## src/rtl/tff_count_monitor.sv

```systemverilog
// Sequence checker for a 4-bit T-flip-flop counter: flags legal +1 steps and wraps,
// counts wraps with saturation, and latches the first skip / out-of-range / stall fault.
module tff_count_monitor #(
   parameter int MAX_VAL   = 15,
   parameter int WRAP_W    = 8,
   parameter int STALL_MAX = 64
) (
   input  logic              CLK,
   input  logic              RST_N,
   input  logic [3:0]        Q,
   input  logic              EN,
   input  logic              CLR,
   output logic              STEP,
   output logic              WRAP,
   output logic [WRAP_W-1:0] WRAP_CNT,
   output logic              ERR,
   output logic [1:0]        ERR_CODE,
   output logic [1:0]        STATE,
   output logic [3:0]        Q_PREV
);

   typedef enum logic [1:0] {
      IDLE  = 2'b00,
      TRACK = 2'b01,
      FAULT = 2'b10
   } state_t;

   localparam logic [3:0]        MAX_Q     = 4'(MAX_VAL);
   localparam logic [7:0]        STALL_LIM = 8'(STALL_MAX);
   localparam logic [WRAP_W-1:0] WCNT_SAT  = {WRAP_W{1'b1}};

   localparam logic [1:0] CODE_NONE  = 2'b00;
   localparam logic [1:0] CODE_SKIP  = 2'b01;
   localparam logic [1:0] CODE_RANGE = 2'b10;
   localparam logic [1:0] CODE_STALL = 2'b11;

   state_t            state;
   state_t            state_nxt;
   logic [7:0]        stall_cnt;
   logic [7:0]        stall_nxt;
   logic [7:0]        stall_inc;
   logic [3:0]        q_inc;
   logic              q_oor;
   logic              q_same;
   logic              q_step;
   logic              q_wrap;
   logic              stall_hit;
   logic              step_nxt;
   logic              wrap_nxt;
   logic              err_nxt;
   logic [1:0]        code_nxt;
   logic [WRAP_W-1:0] wcnt_nxt;
   logic [3:0]        qprev_nxt;

   // Classification of the current sample against the previous one; the
   // increment deliberately wraps in 4 bits so MAX_VAL=15 only wraps via q_wrap.
   assign q_inc     = Q_PREV + 4'd1;
   assign q_oor     = (Q > MAX_Q);
   assign q_same    = (Q == Q_PREV);
   assign q_step    = (Q_PREV < MAX_Q) && (Q == q_inc);
   assign q_wrap    = (Q_PREV == MAX_Q) && (Q == 4'd0);
   assign stall_inc = stall_cnt + 8'd1;
   assign stall_hit = (stall_inc == STALL_LIM);

   always_ff @(posedge CLK or negedge RST_N) begin
      if (!RST_N) begin
         state <= IDLE;
      end else begin
         state <= state_nxt;
      end
   end

   always_comb begin
      state_nxt = state;
      if (CLR) begin
         state_nxt = IDLE;
      end else begin
         case (state)
            IDLE: begin
               if (EN) state_nxt = TRACK;
            end
            TRACK: begin
               if (EN) begin
                  if (q_oor)                   state_nxt = FAULT;
                  else if (q_same)             state_nxt = stall_hit ? FAULT : TRACK;
                  else if (q_step || q_wrap)   state_nxt = TRACK;
                  else                         state_nxt = FAULT;
               end
            end
            FAULT:   state_nxt = FAULT;
            default: state_nxt = IDLE;
         endcase
      end
   end

   // Next values of the registered outputs; pulses default low and everything
   // else holds, so EN=0 and FAULT fall out of the defaults.
   always_comb begin
      step_nxt  = 1'b0;
      wrap_nxt  = 1'b0;
      err_nxt   = ERR;
      code_nxt  = ERR_CODE;
      wcnt_nxt  = WRAP_CNT;
      stall_nxt = stall_cnt;
      qprev_nxt = Q_PREV;
      if (CLR) begin
         err_nxt   = 1'b0;
         code_nxt  = CODE_NONE;
         wcnt_nxt  = '0;
         stall_nxt = 8'd0;
         qprev_nxt = Q;
      end else if (EN) begin
         case (state)
            IDLE: begin
               qprev_nxt = Q;
            end
            TRACK: begin
               qprev_nxt = Q;
               if (q_oor) begin
                  err_nxt  = 1'b1;
                  code_nxt = CODE_RANGE;
               end else if (q_same) begin
                  stall_nxt = stall_inc;
                  if (stall_hit) begin
                     err_nxt  = 1'b1;
                     code_nxt = CODE_STALL;
                  end
               end else if (q_step) begin
                  step_nxt  = 1'b1;
                  stall_nxt = 8'd0;
               end else if (q_wrap) begin
                  step_nxt  = 1'b1;
                  wrap_nxt  = 1'b1;
                  stall_nxt = 8'd0;
                  if (WRAP_CNT != WCNT_SAT) wcnt_nxt = WRAP_CNT + 1'b1;
               end else begin
                  err_nxt  = 1'b1;
                  code_nxt = CODE_SKIP;
               end
            end
            FAULT: begin
               qprev_nxt = Q;
            end
            default: begin
               qprev_nxt = Q_PREV;
            end
         endcase
      end
   end

   always_ff @(posedge CLK or negedge RST_N) begin
      if (!RST_N) begin
         STEP      <= 1'b0;
         WRAP      <= 1'b0;
         WRAP_CNT  <= '0;
         ERR       <= 1'b0;
         ERR_CODE  <= CODE_NONE;
         stall_cnt <= 8'd0;
         Q_PREV    <= 4'd0;
      end else begin
         STEP      <= step_nxt;
         WRAP      <= wrap_nxt;
         WRAP_CNT  <= wcnt_nxt;
         ERR       <= err_nxt;
         ERR_CODE  <= code_nxt;
         stall_cnt <= stall_nxt;
         Q_PREV    <= qprev_nxt;
      end
   end

   assign STATE = state;

endmodule
```

## config.mk

```make
export PLATFORM = sky130hd
export DESIGN_NAME = tff_count_monitor
export DESIGN_NICKNAME = d
export VERILOG_FILES = /design/src/rtl/tff_count_monitor.sv
export SDC_FILE = /design/constraint.sdc
export NUM_CORES = 1
export LEC_CHECK = 0
export ABC_AREA = 1
export CAP_MARGIN = 10
export CORE_ASPECT_RATIO = 0.7
export CORE_MARGIN = 2
export CORE_UTILIZATION = 30
export DETAILED_ROUTE_END_ITERATION = 8
export PLACE_DENSITY = 0.49
export SYNTH_ARGS = -nofsm -noshare
export SYNTH_HDL_FRONTEND = slang
export SYNTH_SLANG_ARGS = --single-unit
```

## constraint.sdc

```tcl
create_clock -name CLK -period 3 [get_ports CLK]
set_input_delay 0.6 -clock CLK [delete_from_list [all_inputs] [get_ports CLK]]
set_output_delay 0.6 -clock CLK [all_outputs]
set_load 0.005 [all_outputs]
```

==> impl_results.md <==
* Largest net degree at the start of global routing at 27
* Count of port buffers added during placement at 26
* Hold bufs inserted after CTS at 0
* Tot GR Track Use at 0.1299
* Count of flip-flops with a built-in enable after synthesis at 0
* Synthesis Warnings at 0
* Gate Count Post-Synth at 211
* Routed wirelength normalized by instance count at ~11 µm
* Cell seen most often among critical-path stages: sky130_fd_sc_hd__nor2_1
* Length of the first detailed-routing pass in iterations at 5
* Portion of the clock cycle consumed by the worst path in the final layout at 0.6549
* First element of the critical path: Q[1]
* Antenna violations before repair at 0
* Post-DP HPWL at 2706 µm
* Combined area of the multi-input logic cells at approximately 790 µm²
* Clk_lat worst skew at between 0.2 and 0.3 ns
* Area enclosed by the die boundary at between 5000 and 6000 µm²
* Residual DRC count at 0
* Final-layout fill cell count at 527
* Via density per instance at around 4.5
* Number of cells on the worst reg-to-reg path at 11
* Fin. max-slew vios at 0
* Final instance area at 1938 µm²
* Dominant cell by count in the synthesized netlist: sky130_fd_sc_hd__nand2_1
* Final setup fails at 0
* Worst hold margin at 0.5081 ns
* Status: finished clean
* Main combinational cell family by area after synthesis: simple AND/OR/NAND/NOR gates
* Die Span Y at about 64 µm
* Number of sinks on the clock net at 26
* Worst slew pin tran at 0.3911 ns
* Instance area at placement at 1897 µm²
* Maximum buffer depth of the clock tree at 2
* Number of different library cells in the post-synthesis netlist at 27
* Portion of the post-synthesis area used by sequential elements at 0.4197
* Portion of netlist area occupied by mux cells at 0.007264
* Resized cells post-CTS at 0
* Capturing element of the worst setup path: WRAP_CNT[6]
* Floorplan die width at 89.92 µm
* Fin cells at just over 300
* CTS HTree Levels at 1
* Worst EP arrival at between 2 and 2.5 ns
* Worst-case clock skew at roughly 0.0029 ns
* Clock tree from TritonCTS: done
* Kind of start point of the critical path: input pin
* Critical path type: in2reg
* Net count after synthesis at 222
* R2r startpoint: WRAP_CNT[0]
* Cell chosen for the clock root: sky130_fd_sc_hd__clkbuf_8
* Setup TNS at 0 ns
* Worst slack at placement at about 0.74 ns
* Fraction of synthesized cell area taken by the top area cell type at 0.4197
* Yosys top cell by area: sky130_fd_sc_hd__dfrtp_1
* Area of the mapped netlist at 1550 µm²
* Prevailing post-synth register cell: sky130_fd_sc_hd__dfrtp_1
* Wire length of the first global-routing pass at 5968 µm
* Row Count at 21
* Area of the core at 4887 µm²
* Share of synthesized registers carrying an async set or reset at 1.000
* Number of design-rule violations left by the first detailed-router iteration at 70
* Layout-stage area growth over the synthesis result at 25.02%
* Final wirelength at about 3500 µm
* Starting density of the core at 0.3172
* Slew Limit Headroom at 0.7385
* Post-CTS clock slew at the launch and capture registers of the worst setup and hold paths at 0.09 ns
* CP peak stage delay at around 0.49 ns
* Overall power after layout at 679.4 µW
* Worst reg-to-reg setup slack at 1.22 ns
* Largest cells by area after synthesis: sky130_fd_sc_hd__dfrtp_1 (42%), sky130_fd_sc_hd__nand2_1 (15%), sky130_fd_sc_hd__nand3_1 (6.5%)
* Fin util at 0.3966
* DR vias at approximately 1400
* Minimum period implied by the final worst setup slack at 1.965 ns
* Final ANT Viol Nets at 0
* WP data required at 3.17 ns
* XOR/XNOR share of the synthesized area at 0.02825
* Routability congestion estimate from global placement at 0.8389
* Cells traversed along the worst timing path: clkdlybuf4s50_1 -> nor2_1 -> nand3_1 -> nor2_1 -> nand2_2 -> o21ai_4 -> inv_2 -> a21oi_1 -> nor2_1
* Power per cell area at 350.5 nW/µm²
* Count of inserted antenna diode cells at 0
* Synthesized flop and latch total at 26
* Seq. cell area at roughly 650 µm²
* R2r endpoint: WRAP_CNT[6]
* Count of max-cap constraint violations at 0
* Clock buffer count from CTS at 3
* Leakage at between 0.8 and 0.9 nW
* Overall overflow remaining after global route at 0
* Synthesized-area fraction occupied by ao, oa, aoi and oai cells at 0.1033
* Min-Delay Path Class: reg2reg
* Number of placed cells counting well taps at 306
* Maximum clock rate at 509.0 MHz
* Maximum net fanout on the critical path at 7
* Number of primary I/O pins at 27
* Post-CTS setup buffer count at 0
* Post-route worst setup slack at 1.035 ns
* Slowest-stage cell, CP: sky130_fd_sc_hd__clkdlybuf4s50_1
* Post-Synthesis Mean Instance Area at 7.347 µm²
* Share of layout cells above drive strength 1 at 0.1083
* Number of global-route vias before repair at approximately 1200
* Worst voltage drop across the vdd grid at 0.1383 mV
* Adder-cell area share of the yosys netlist at 0.02421
* Final number of hold-violating endpoints at 0
* Most frequent cells after synthesis: sky130_fd_sc_hd__nand2_1 (62), sky130_fd_sc_hd__dfrtp_1 (26), sky130_fd_sc_hd__nor2_1 (21), sky130_fd_sc_hd__nand3_1 (20), sky130_fd_sc_hd__inv_1 (17)
* RSZ-0062 raised after global routing: false
* Area fraction in and, or, nand and nor cells after synthesis at 0.3471
* Final nets at 253
* Critical Path End Type: flip-flop
==> power by group <==
part / internal (mW) / switching [mW] / leakage (nW)
registers: 0.358 / 0.00993 / 0.353
clock network: 0.0901 / 0.108 / 0.0216
logic: 0.0481 / 0.0646 / 0.508
total: 0.497 / 0.183 / 0.883
==> cell families after synthesis <==
logic type | count (synthesis)
AO/OA/AOI/OAI | 27
flip-flops | 26
AND/OR/NAND/NOR | 121
multiplexers | 1
adder cells (fa/ha/maj) | 3
buffers and inverters | 28
XOR/XNOR | 5
==> layer usage <==
metal	part of all wire	GRT usage	wire [µm]	up-vias
li1	-	-	-	731
met4	0.0017	0.02308	6	0
met1	0.57	0.1999	2010	635
met3	0.062	0.04009	218	3
met5	0	0	0	-
met2	0.37	0.1780	1305	36
==> layout by cell type (no fill, tap or decap), drive strengths merged <==
cell / Yosys / final
nor2: 25 / 25
nand3: 21 / 21
o21ai: 15 / 15
o211ai: 1 / 1
xor2: 5 / 5
a21oi: 8 / 8
mux2: 1 / 1
dfrtp: 26 / 26
nand2: 68 / 68
clkinv: 2 / 2
o31ai: 1 / 1
nand3b: 3 / 3
clkbuf: 0 / 3
buf: 1 / 1
inv: 25 / 25
nand4: 1 / 1
o21bai: 2 / 2
clkdlybuf4s50: 0 / 26
nor3: 3 / 3
ha: 3 / 3
==> final cells by class <==
type | count | area share
multi-input combinational | 157 | 0.4080
tap | 69 | 0.04454
sequential | 26 | 0.3357
timing repair buffer | 27 | 0.1382
clock buffer | 3 | 0.02130
inverter | 27 | 0.05229
==> sequential cells by signal (all words and copies together), names as in the netlist <==
name	flops
WRAP_CNT	8
stall_cnt	8
Q_PREV	4
ERR_CODE	2
STATE	2
STEP	1
WRAP	1
==> worst max-delay path, delay by kind of cell <==
kind | cells | cell delay (ns)
buffers and inverters | 2 | 0.58
AOI/OAI and AO/OA | 2 | 0.36
and+or+nand+nor | 5 | 0.57
==> how the worst min path moves through the flow <==
| stage | startpoint | slack [ns] | cells after the start | end |
|---|---|---|---|---|
| floorplan | RST_N | 0.30 | 0 | ERR_CODE[0] |
| global placement | ERR_CODE[1] | 0.51 | 2 | ERR_CODE[1] |
| detailed placement | ERR_CODE[1] | 0.49 | 2 | ERR_CODE[1] |
| CTS | ERR_CODE[1] | 0.52 | 2 | ERR_CODE[1] |
| global route | stall_cnt[7] | 0.56 | 2 | stall_cnt[7] |
| finish | ERR_CODE[1] | 0.51 | 2 | ERR_CODE[1] |
(Power assumes the default switching activity.)
